[src/rtl/sigma_pkg.sv]
// sigma_pkg
//   Shared encodings for the multicycle controller: FSM state values, the
//   opcodes the controller supports, and the mux/select codes it drives
//   toward the datapath (ALU source, writeback source, ALU op class,
//   immediate format).
package sigma_pkg;

  typedef enum logic [3:0] {
    S_FETCH         = 4'd0,
    S_DECODE        = 4'd1,
    S_MEM_ADDR_COMP = 4'd2,
    S_MEM_WRITE     = 4'd3,
    S_EXEC_R_TYPE   = 4'd4,
    S_WB_R_TYPE     = 4'd5,
    S_EXEC_I_TYPE   = 4'd6,
    S_WB_I_TYPE     = 4'd7
  } state_t;

  localparam logic [6:0] OPCODE_STORE = 7'b0100011;
  localparam logic [6:0] OPCODE_RTYPE = 7'b0110011;
  localparam logic [6:0] OPCODE_IMM   = 7'b0010011;
  localparam logic [6:0] OPCODE_LUI   = 7'b0110111;

  localparam logic ALU_SRC_REG = 1'b0;
  localparam logic ALU_SRC_IMM = 1'b1;

  localparam logic MEM_TO_REG_ALU_RES  = 1'b0;
  localparam logic MEM_TO_REG_MEM_DATA = 1'b1;

  localparam logic [1:0] ALU_OP_TYPE_R_I = 2'b00;
  localparam logic [1:0] ALU_OP_TYPE_LSU = 2'b01;
  localparam logic [1:0] ALU_OP_TYPE_LUI = 2'b10;

  localparam logic [2:0] IMM_TYPE_NONE = 3'b000;
  localparam logic [2:0] IMM_TYPE_I    = 3'b001;
  localparam logic [2:0] IMM_TYPE_S    = 3'b010;
  localparam logic [2:0] IMM_TYPE_B    = 3'b011;
  localparam logic [2:0] IMM_TYPE_U    = 3'b100;
  localparam logic [2:0] IMM_TYPE_J    = 3'b101;

  // True for every opcode the decode state knows how to dispatch.
  function automatic logic is_supported(input logic [6:0] op);
    return (op == OPCODE_STORE) || (op == OPCODE_RTYPE) ||
           (op == OPCODE_IMM)   || (op == OPCODE_LUI);
  endfunction

endpackage

[src/rtl/multicycle_ctrl.sv]
// multicycle_ctrl
//   Multicycle instruction sequencer: fetch, decode, then a short execute /
//   memory / writeback sequence for stores, R-type, I-type ALU and LUI.
//
// Ports
//   clk            rising-edge clock
//   rst_n          asynchronous active-low reset
//   opcode[6:0]    instruction register opcode field
//   imem_ready     instruction read data valid this cycle
//   dmem_ready     data memory write accepted this cycle
//   imem_req       instruction fetch request
//   pc_write       PC <= PC+4 enable
//   ir_write       instruction register load enable
//   mem_write      data memory write strobe
//   reg_write      register file write enable
//   alu_src        ALU_SRC_REG / ALU_SRC_IMM
//   mem_to_reg     MEM_TO_REG_ALU_RES / MEM_TO_REG_MEM_DATA
//   alu_op_type    ALU_OP_TYPE_*
//   imm_type       IMM_TYPE_* for the sign extender
//   illegal_instr  one-cycle pulse after decoding an unsupported opcode
//   state_o        current FSM state (debug)
//
// state            | meaning
// -----------------+-----------------------------------------------
// S_FETCH          | request instruction, load IR/PC when ready
// S_DECODE         | dispatch on opcode; unsupported -> back to fetch
// S_MEM_ADDR_COMP  | store address = rs1 + S-immediate
// S_MEM_WRITE      | hold write strobe until memory accepts
// S_EXEC_R_TYPE    | register-register ALU operation
// S_WB_R_TYPE      | write ALU result to register file
// S_EXEC_I_TYPE    | register-immediate ALU operation or LUI
// S_WB_I_TYPE      | write ALU result to register file
module multicycle_ctrl
  import sigma_pkg::*;
(
  input  logic       clk,
  input  logic       rst_n,
  input  logic [6:0] opcode,
  input  logic       imem_ready,
  input  logic       dmem_ready,
  output logic       imem_req,
  output logic       pc_write,
  output logic       ir_write,
  output logic       mem_write,
  output logic       reg_write,
  output logic       alu_src,
  output logic       mem_to_reg,
  output logic [1:0] alu_op_type,
  output logic [2:0] imm_type,
  output logic       illegal_instr,
  output logic [3:0] state_o
);

  state_t state_q;
  state_t state_d;
  logic   illegal_q;

  // State register and illegal-opcode flag.
  always_ff @(posedge clk or negedge rst_n) begin
    if (!rst_n) begin
      state_q   <= S_FETCH;
      illegal_q <= 1'b0;
    end else begin
      state_q   <= state_d;
      illegal_q <= (state_q == S_DECODE) && !is_supported(opcode);
    end
  end

  // Next-state logic.
  always_comb begin
    state_d = S_FETCH;
    case (state_q)
      S_FETCH:
        state_d = imem_ready ? S_DECODE : S_FETCH;
      S_DECODE: begin
        case (opcode)
          OPCODE_STORE: state_d = S_MEM_ADDR_COMP;
          OPCODE_RTYPE: state_d = S_EXEC_R_TYPE;
          OPCODE_IMM,
          OPCODE_LUI:   state_d = S_EXEC_I_TYPE;
          default:      state_d = S_FETCH;
        endcase
      end
      S_MEM_ADDR_COMP: state_d = S_MEM_WRITE;
      S_MEM_WRITE:     state_d = dmem_ready ? S_FETCH : S_MEM_WRITE;
      S_EXEC_R_TYPE:   state_d = S_WB_R_TYPE;
      S_WB_R_TYPE:     state_d = S_FETCH;
      S_EXEC_I_TYPE:   state_d = S_WB_I_TYPE;
      S_WB_I_TYPE:     state_d = S_FETCH;
      // Unencoded values recover to fetch.
      default:         state_d = S_FETCH;
    endcase
  end

  // Output decode.
  always_comb begin
    imem_req    = 1'b0;
    pc_write    = 1'b0;
    ir_write    = 1'b0;
    mem_write   = 1'b0;
    reg_write   = 1'b0;
    alu_src     = ALU_SRC_REG;
    mem_to_reg  = MEM_TO_REG_ALU_RES;
    alu_op_type = ALU_OP_TYPE_R_I;
    imm_type    = IMM_TYPE_NONE;
    case (state_q)
      S_FETCH: begin
        imem_req = 1'b1;
        // Gated by rst_n so a ready instruction memory cannot advance the
        // PC or load the IR while the controller is held in reset.
        pc_write = imem_ready & rst_n;
        ir_write = imem_ready & rst_n;
      end
      S_MEM_ADDR_COMP: begin
        alu_src     = ALU_SRC_IMM;
        imm_type    = IMM_TYPE_S;
        alu_op_type = ALU_OP_TYPE_LSU;
      end
      S_MEM_WRITE: begin
        mem_write = 1'b1;
        imm_type  = IMM_TYPE_S;
      end
      S_EXEC_R_TYPE: begin
        alu_src     = ALU_SRC_REG;
        alu_op_type = ALU_OP_TYPE_R_I;
      end
      S_WB_R_TYPE: begin
        reg_write  = 1'b1;
        mem_to_reg = MEM_TO_REG_ALU_RES;
      end
      S_EXEC_I_TYPE: begin
        alu_src = ALU_SRC_IMM;
        if (opcode == OPCODE_LUI) begin
          imm_type    = IMM_TYPE_U;
          alu_op_type = ALU_OP_TYPE_LUI;
        end else begin
          imm_type    = IMM_TYPE_I;
          alu_op_type = ALU_OP_TYPE_R_I;
        end
      end
      S_WB_I_TYPE: begin
        reg_write  = 1'b1;
        mem_to_reg = MEM_TO_REG_ALU_RES;
      end
      default: ;
    endcase
  end

  assign illegal_instr = illegal_q;
  assign state_o       = state_q;

endmodule

[config.mk]
export PLATFORM = sky130hd
export DESIGN_NAME = multicycle_ctrl
export DESIGN_NICKNAME = d
export VERILOG_FILES = /design/src/rtl/sigma_pkg.sv /design/src/rtl/multicycle_ctrl.sv
export SDC_FILE = /design/constraint.sdc
export NUM_CORES = 1
export LEC_CHECK = 0
export CAP_MARGIN = 0
export CORE_AREA = 10 10 47 49
export CTS_CLUSTER_DIAMETER = 100
export DETAILED_ROUTE_END_ITERATION = 12
export DIE_AREA = 0 0 57 59
export HOLD_SLACK_MARGIN = 0.03
export PLACE_DENSITY = 0.72
export SYNTH_ARGS = -nofsm -noshare
export SYNTH_HDL_FRONTEND = slang
export SYNTH_SLANG_ARGS = --single-unit
[constraint.sdc]
create_clock -name clk -period 2.7 [get_ports clk]
set_input_delay 0.27 -clock clk [delete_from_list [all_inputs] [get_ports clk]]
set_output_delay 0.27 -clock clk [all_outputs]
set_load 0.01 [all_outputs]
==> results.yml, run 1 <==
cts:
  ctsHoldBuffers: 0
  worstSkewPairLatency_ns: 0.24
  cts_made_buffers: 3
  cts.reportedPaths.clkPinSlew_ns: 0.04
  cts_max_level: 1
  ctsLongestPathBuffers: 2
  postCtsResizedCells: 0
  cts_setup_buffers: 0
  cts-root-buf: "sky130_fd_sc_hd__clkbuf_4"
  numClockSinks: 4
  tritoncts: "built"
logic_synthesis:
  ys_types: 19
  synthTopCellsByArea: "sky130_fd_sc_hd__dfrtp_1 (33%), sky130_fd_sc_hd__buf_4 (7.4%), sky130_fd_sc_hd__and2_1 (6.2%), sky130_fd_sc_hd__a21oi_1 (4.9%), sky130_fd_sc_hd__o21ai_1 (4.9%)"
  synth_simple_gate_area_share_pct: 35.8
  synth_xor_area_share_pct: 2.88
  synth_top_family_by_area: "simple AND/OR/NAND/NOR gates"
  post_synth_fa_ha_maj_area_fraction_pct: 3.70
  yosysWarnings: 0
  synth_top_area_share_pct: 32.9
  synth-compound-area-share_pct: 13.6
  netlist_instances: 38
  post_synth_mux_area_share_pct: 0
  synth_area_leader_cell: "sky130_fd_sc_hd__dfrtp_1"
  seq_area_frac_synth_pct: 32.9
  synth_area_per_cell_um2: 8.00
  synth_seq_cells: 4
  netlist_area_um2: 304
setup_path:
  timing.critical_path.max_delay_family: "buffers and inverters"
  worst-path-buf-inv: 2
  timing.critical_path.slowest_cell_delay_ns: 0.54
  critical_path_type: "in -> out"
  critPathSlowestCell: "sky130_fd_sc_hd__clkdlybuf4s50_1"
  arrival_ns: 1.72
  worstPathCellList: "clkdlybuf4s50_1, and3_1, nand2_1, nor2_1, clkdlybuf4s50_1"
  critPathCaptureType: "output port"
  cp_startpoint_kind: "input pin"
  worst-endpoint-required_ns: 2.43
  critical_path_peak_fanout: 4
  crit_path_frequent_cell: "sky130_fd_sc_hd__clkdlybuf4s50_1"
layout:
  insertedDiodeCount: 0
  final_cell_mix: "sky130_fd_sc_hd__clkdlybuf4s50_1 (25), sky130_fd_sc_hd__nor2_1 (4), sky130_fd_sc_hd__nand2_1 (4), sky130_fd_sc_hd__dfrtp_1 (4)"
  layout-area-overhead-vs-synth_pct: 90.1
  layout.cells.most_common: "sky130_fd_sc_hd__clkdlybuf4s50_1"
  post_route_cells_drive_above_1_share_pct: 12.5
  multi_input_comb_area_um2: 178
  final-seq-area_um2: 100
  finalNetCount: 77
  fill_cells: 158
place:
  place.gp.congestion: 0.751
  io_buffers: 25
  pre_cts_ws_ns: 0.691
  detailedPlacementHpwl_um: 824
power_and_ir_drop:
  peakVddDrop_mv: 0.113
  pwr_density_cell_nw_per_um2: 393
  p_leak_nw: 0.231
timing:
  period_share_pct: 73.5
  fin_skew_ns: 0.00140
  hold_ws_ns: 0.240
  fmax_mhz: 504
  setup_viol: 0
  hold_violations: 0
  finalMaxSlewViolations: 0
  final_sum_of_negative_setup_slack_ns: 0
  grt_setup_unrepaired: "false"
  timing.final.ws_setup_ns: 0.714
  timing.final.crit_period_ns: 1.99
grt:
  grt.overflow.total: 0
  grt_use_total_pct: 6.07
  antenna_violations_before_repair: 0
  grt_first_pass_wirelength_mm: 1.62
  grt_start_max_net_pins: 11
  number_of_global_route_vias_before_repair: 354
run:
  max_cap_viol_count: 0
routing:
  drt_first_pass_iters: 4
  initialDrtViolationCount: 3
  num_vias: 354
  routed_wire_length_per_instance_um: 11.9
  final_wirelength_um: 951
  postRouteAntennaNets: 0
  drc: 0
  post_drt_via_cell_ratio: 4.43
floorplanning:
  floorplan.die_area_um2: 3360
  initial_core_util_pct: 21.7
  core.rowCount: 14
  core_area_um2: 1400
  io_pins: 28
  die-width_um: 57
  die_height_um: 59
run_status:
  outcome: "complete, no violations"
worst_hold_path:
  hp-class: "in -> async"
[power breakdown]
group / total (mW) / leakage [nW] / internal, mW / switching, mW
registers: 0.0760 / 0.0527 / 0.0664 / 0.00963
logic: 0.0759 / 0.165 / 0.0473 / 0.0286
clock network: 0.0752 / 0.0138 / 0.0498 / 0.0254
[layer usage]
layer / share of wire (%) / GRT usage [%]
met2: 47 / 8.99
met4: 2.1 / 6.04
met1: 37 / 5.52
met5: 0 / 0
met3: 13 / 3.86
[cells in the mapped netlist (all sizes together)]
| cell | instances |
|---|---|
| nand2 | 4 |
| nor3 | 1 |
| and3 | 2 |
| buf | 3 |
| xor2 | 1 |
| and2 | 3 |
| nand3 | 1 |
| nor2 | 4 |
| dfrtp | 4 |
| maj3 | 1 |
| a21oi | 3 |
| o21ai | 4 |
| inv | 2 |
| and4bb | 1 |
| o22ai | 1 |
| conb | 1 |
| nor2b | 2 |
[registers in the layout, indices dropped and copies added (netlist names)]
signal and cells:
illegal_instr 1, state_o 3
[final timing paths]
kind,startpoint,endpoint,slack [ns],cells after the start
max reg2reg,state_o[2],state_o[2],1.72,3
min reg2reg,state_o[1],state_o[0],0.63,2
max in group asynchronous,rst_n,state_o[2],2.29,1
max,opcode[5],alu_op_type[1],0.71,5
min in group clk,state_o[1],state_o[0],0.63,2
min,rst_n,state_o[1],0.24,1
[per-stage QoR]
stage | total power [mW] | std cells | cell area (µm²) | util, %
final | 0.227 | 80 | 578 | 41.3
after global routing | 0.246 | 80 | 578 | 41.3
after CTS | 0.231 | 80 | 578 | 41.3
after detailed placement | 0.154 | 77 | 556 | 39.6
after global placement | 0.153 | 77 | 556 | 39.6
after floorplan | 0.107 | 39 | 308 | -
[cell type report]
type | count | share of cell area [%]
Timing Repair Buffer | 25 | 43.3
Multi-Input combinational cell | 30 | 30.7
Sequential cell | 4 | 17.3
Clock buffer | 3 | 3.90
Tap cell | 16 | 3.46
Inverter | 2 | 1.30
[cell families (layout without fill, tap and decap cells)]
family / Yosys count / count (layout)
flip-flops: 4 / 4
other: 1 / 2
AO/OA/AOI/OAI: 8 / 8
buffers and inverters: 5 / 30
AND/OR/NAND/NOR: 18 / 18
adder cells (fa/ha/maj): 1 / 1
XOR/XNOR: 1 / 1
[worst register-to-register path, delay by kind of cell (launching register included)]
kind	cells	cell delay (ns)
and+or+nand+nor	2	0.29
DFF	1	0.46
AOI/OAI and AO/OA	1	0.15
(Power assumes the default switching activity.)
==> run 2: changes to the inputs <==
Settings changed: PLACE_DENSITY 0.72 to 0.74.
Clock period 2.7 ns to 1.7 ns, I/O delays scaled along.
==> results.yml, run 2 (synthesis results as in run 1) <==
layout:
  final_core_util_pct: 45.3
  post_route_cells_drive_above_1_share_pct: 23.9
  fill_cells: 156
  layout-area-overhead-vs-synth_pct: 109
  insertedDiodeCount: 0
  layout.cells.most_common: "sky130_fd_sc_hd__clkdlybuf4s50_1"
  finalNetCount: 84
  final_cell_mix: "sky130_fd_sc_hd__clkdlybuf4s50_1 (16), sky130_fd_sc_hd__dlygate4sd2_1 (7), sky130_fd_sc_hd__buf_4 (7), sky130_fd_sc_hd__nor2_1 (4), sky130_fd_sc_hd__nand2_1 (4)"
  final_cell_count_no_fill: 87
  largest_reg_flops: 3
setup_path:
  critical_path_type: "reg -> out"
  worstPathCellList: "buf_4, and2_1, clkdlybuf4s50_1"
  critPathCaptureType: "output port"
  cp_startpoint_kind: "flip-flop"
  timing.critical_path.slowest_cell_delay_ns: 0.54
  arrival_ns: 1.47
  critPathSlowestCell: "sky130_fd_sc_hd__clkdlybuf4s50_1"
  worst-endpoint-required_ns: 1.53
  timing.critical_path.max_delay_family: "buffers and inverters"
  critical_path_peak_fanout: 6
  worst-path-buf-inv: 2
routing:
  final_wirelength_mm: 1.08
  drt_first_pass_iters: 2
  postRouteAntennaNets: 0
  num_vias: 377
  routed_wire_length_per_instance_um: 12.4
  initialDrtViolationCount: 4
  post_drt_via_cell_ratio: 4.33
  drc: 0
cts:
  numClockSinks: 4
  ctsHoldBuffers: 0
  cts_max_level: 1
  tritoncts: "built"
  worstSkewPairLatency_ns: 0.24
  cts-root-buf: "sky130_fd_sc_hd__clkbuf_4"
  cts_made_buffers: 3
  ctsLongestPathBuffers: 2
  cts.reportedPaths.clkPinSlew_ns: 0.04
run_status:
  outcome: "complete, no violations"
power_and_ir_drop:
  switching_fraction_pct: 28.9
  design_internal_power_mw: 0.267
  netSwitchingPower_mw: 0.109
  combPwrFrac_pct: 36.1
  p_leak_nw: 0.328
  peakVddDrop_mv: 0.182
  power.share.clock_pct: 32.5
  sequential_cell_fraction_of_total_power_pct: 31.5
  pwr_density_cell_nw_per_um2: 593
floorplanning:
  core.rowCount: 14
  floorplan.die_area_um2: 3360
  io_pins: 28
  die-width_um: 57
  initial_core_util_pct: 21.7
  die_height_um: 59
  core_area_um2: 1400
worst_hold_path:
  hp-class: "in -> async"
place:
  io_buffers: 25
  cells_after_dpl: 82
  pre_cts_ws_ns: -0.0644
  place.gp.congestion: 0.779
grt:
  number_of_global_route_vias_before_repair: 386
  grt_use_total_pct: 6.12
  grt_first_pass_wirelength_mm: 1.61
  antenna_violations_before_repair: 0
  grt.overflow.total: 0
  grt_start_max_net_pins: 10
timing:
  hold_ws_ns: 0.228
  period_share_pct: 96.7
  final_sum_of_negative_setup_slack_ns: 0
  fmax_mhz: 608
  setup_viol: 0
  finalMaxSlewViolations: 0
  hold_violations: 0
  timing.final.ws_setup_ns: 0.0561
  fin_skew_ns: 0.00131
  grt_setup_unrepaired: "true"
  timing.final.crit_period_ns: 1.64
run:
  max_cap_viol_count: 0
## run 2: cell count changes in the layout (fill, tap and decap cells not counted)
cell	delta
sky130_fd_sc_hd__clkdlybuf4s50_1	-9
sky130_fd_sc_hd__buf_4	+7
sky130_fd_sc_hd__dlygate4sd2_1	+7
sky130_fd_sc_hd__dfrtp_1	-2
sky130_fd_sc_hd__dfrtp_2	+2
sky130_fd_sc_hd__dlymetal6s2s_1	+2
sky130_fd_sc_hd__nor2b_2	-1
sky130_fd_sc_hd__nor2b_4	+1
## run 2: worst paths after layout
check / from / end / slack [ns] / depth (start not counted)
worst max register to register: state_o[1] / state_o[2] / 0.64 / 4
worst max-delay path: state_o[0] / reg_write / 0.06 / 3
worst min-delay path: rst_n / state_o[0] / 0.23 / 2
min in group clk: imem_ready / state_o[0] / 0.55 / 3
max in group asynchronous: rst_n / state_o[2] / 1.36 / 2
worst min register to register: state_o[1] / state_o[1] / 0.61 / 2
## run 2: repair_timing
item                                    CTS  global route
resized for setup                         8             4
buffers inserted                          2             0
endpoints found under the setup margin    7             5
## run 2: final cells by class
cell class	instances	area [µm²]	share of cell area, %
Sequential cell	4	103	16.2
Clock buffer	3	22.5	3.55
Tap cell	16	20.0	3.16
Multi-Input combinational cell	30	183	28.8
Timing Repair Buffer	32	299	47.1
Inverter	2	7.51	1.18
## run 2: stage by stage
stage | power [mW] | instance area (µm²)
6_report | 0.376 | 634
5_1_grt | 0.402 | 634
4_1_cts | 0.375 | 623
3_5_place_dp | 0.255 | 593
3_3_place_gp | 0.254 | 593
2_1_floorplan | 0.170 | 308
## run 2: power by group through the flow
stage	registers (mW)	clock network, mW	logic [mW]
2_1_floorplan	0.125	0	0.0457
3_3_place_gp	0.118	0	0.136
3_5_place_dp	0.118	0	0.138
4_1_cts	0.116	0.123	0.136
5_1_grt	0.120	0.134	0.148
6_report	0.118	0.122	0.136
## run 2: routing by layer
layer  vias to the layer above  share of wire [%]  global-route usage (%)  wire length (µm)
li1                        191                  -                       -                 -
met1                       163                 39                    5.90               422
met2                        21                 49                    9.30               529
met3                         2                9.7                    3.00               104
met4                         0                1.9                    6.04                20
met5                         -                  0                       0                 0
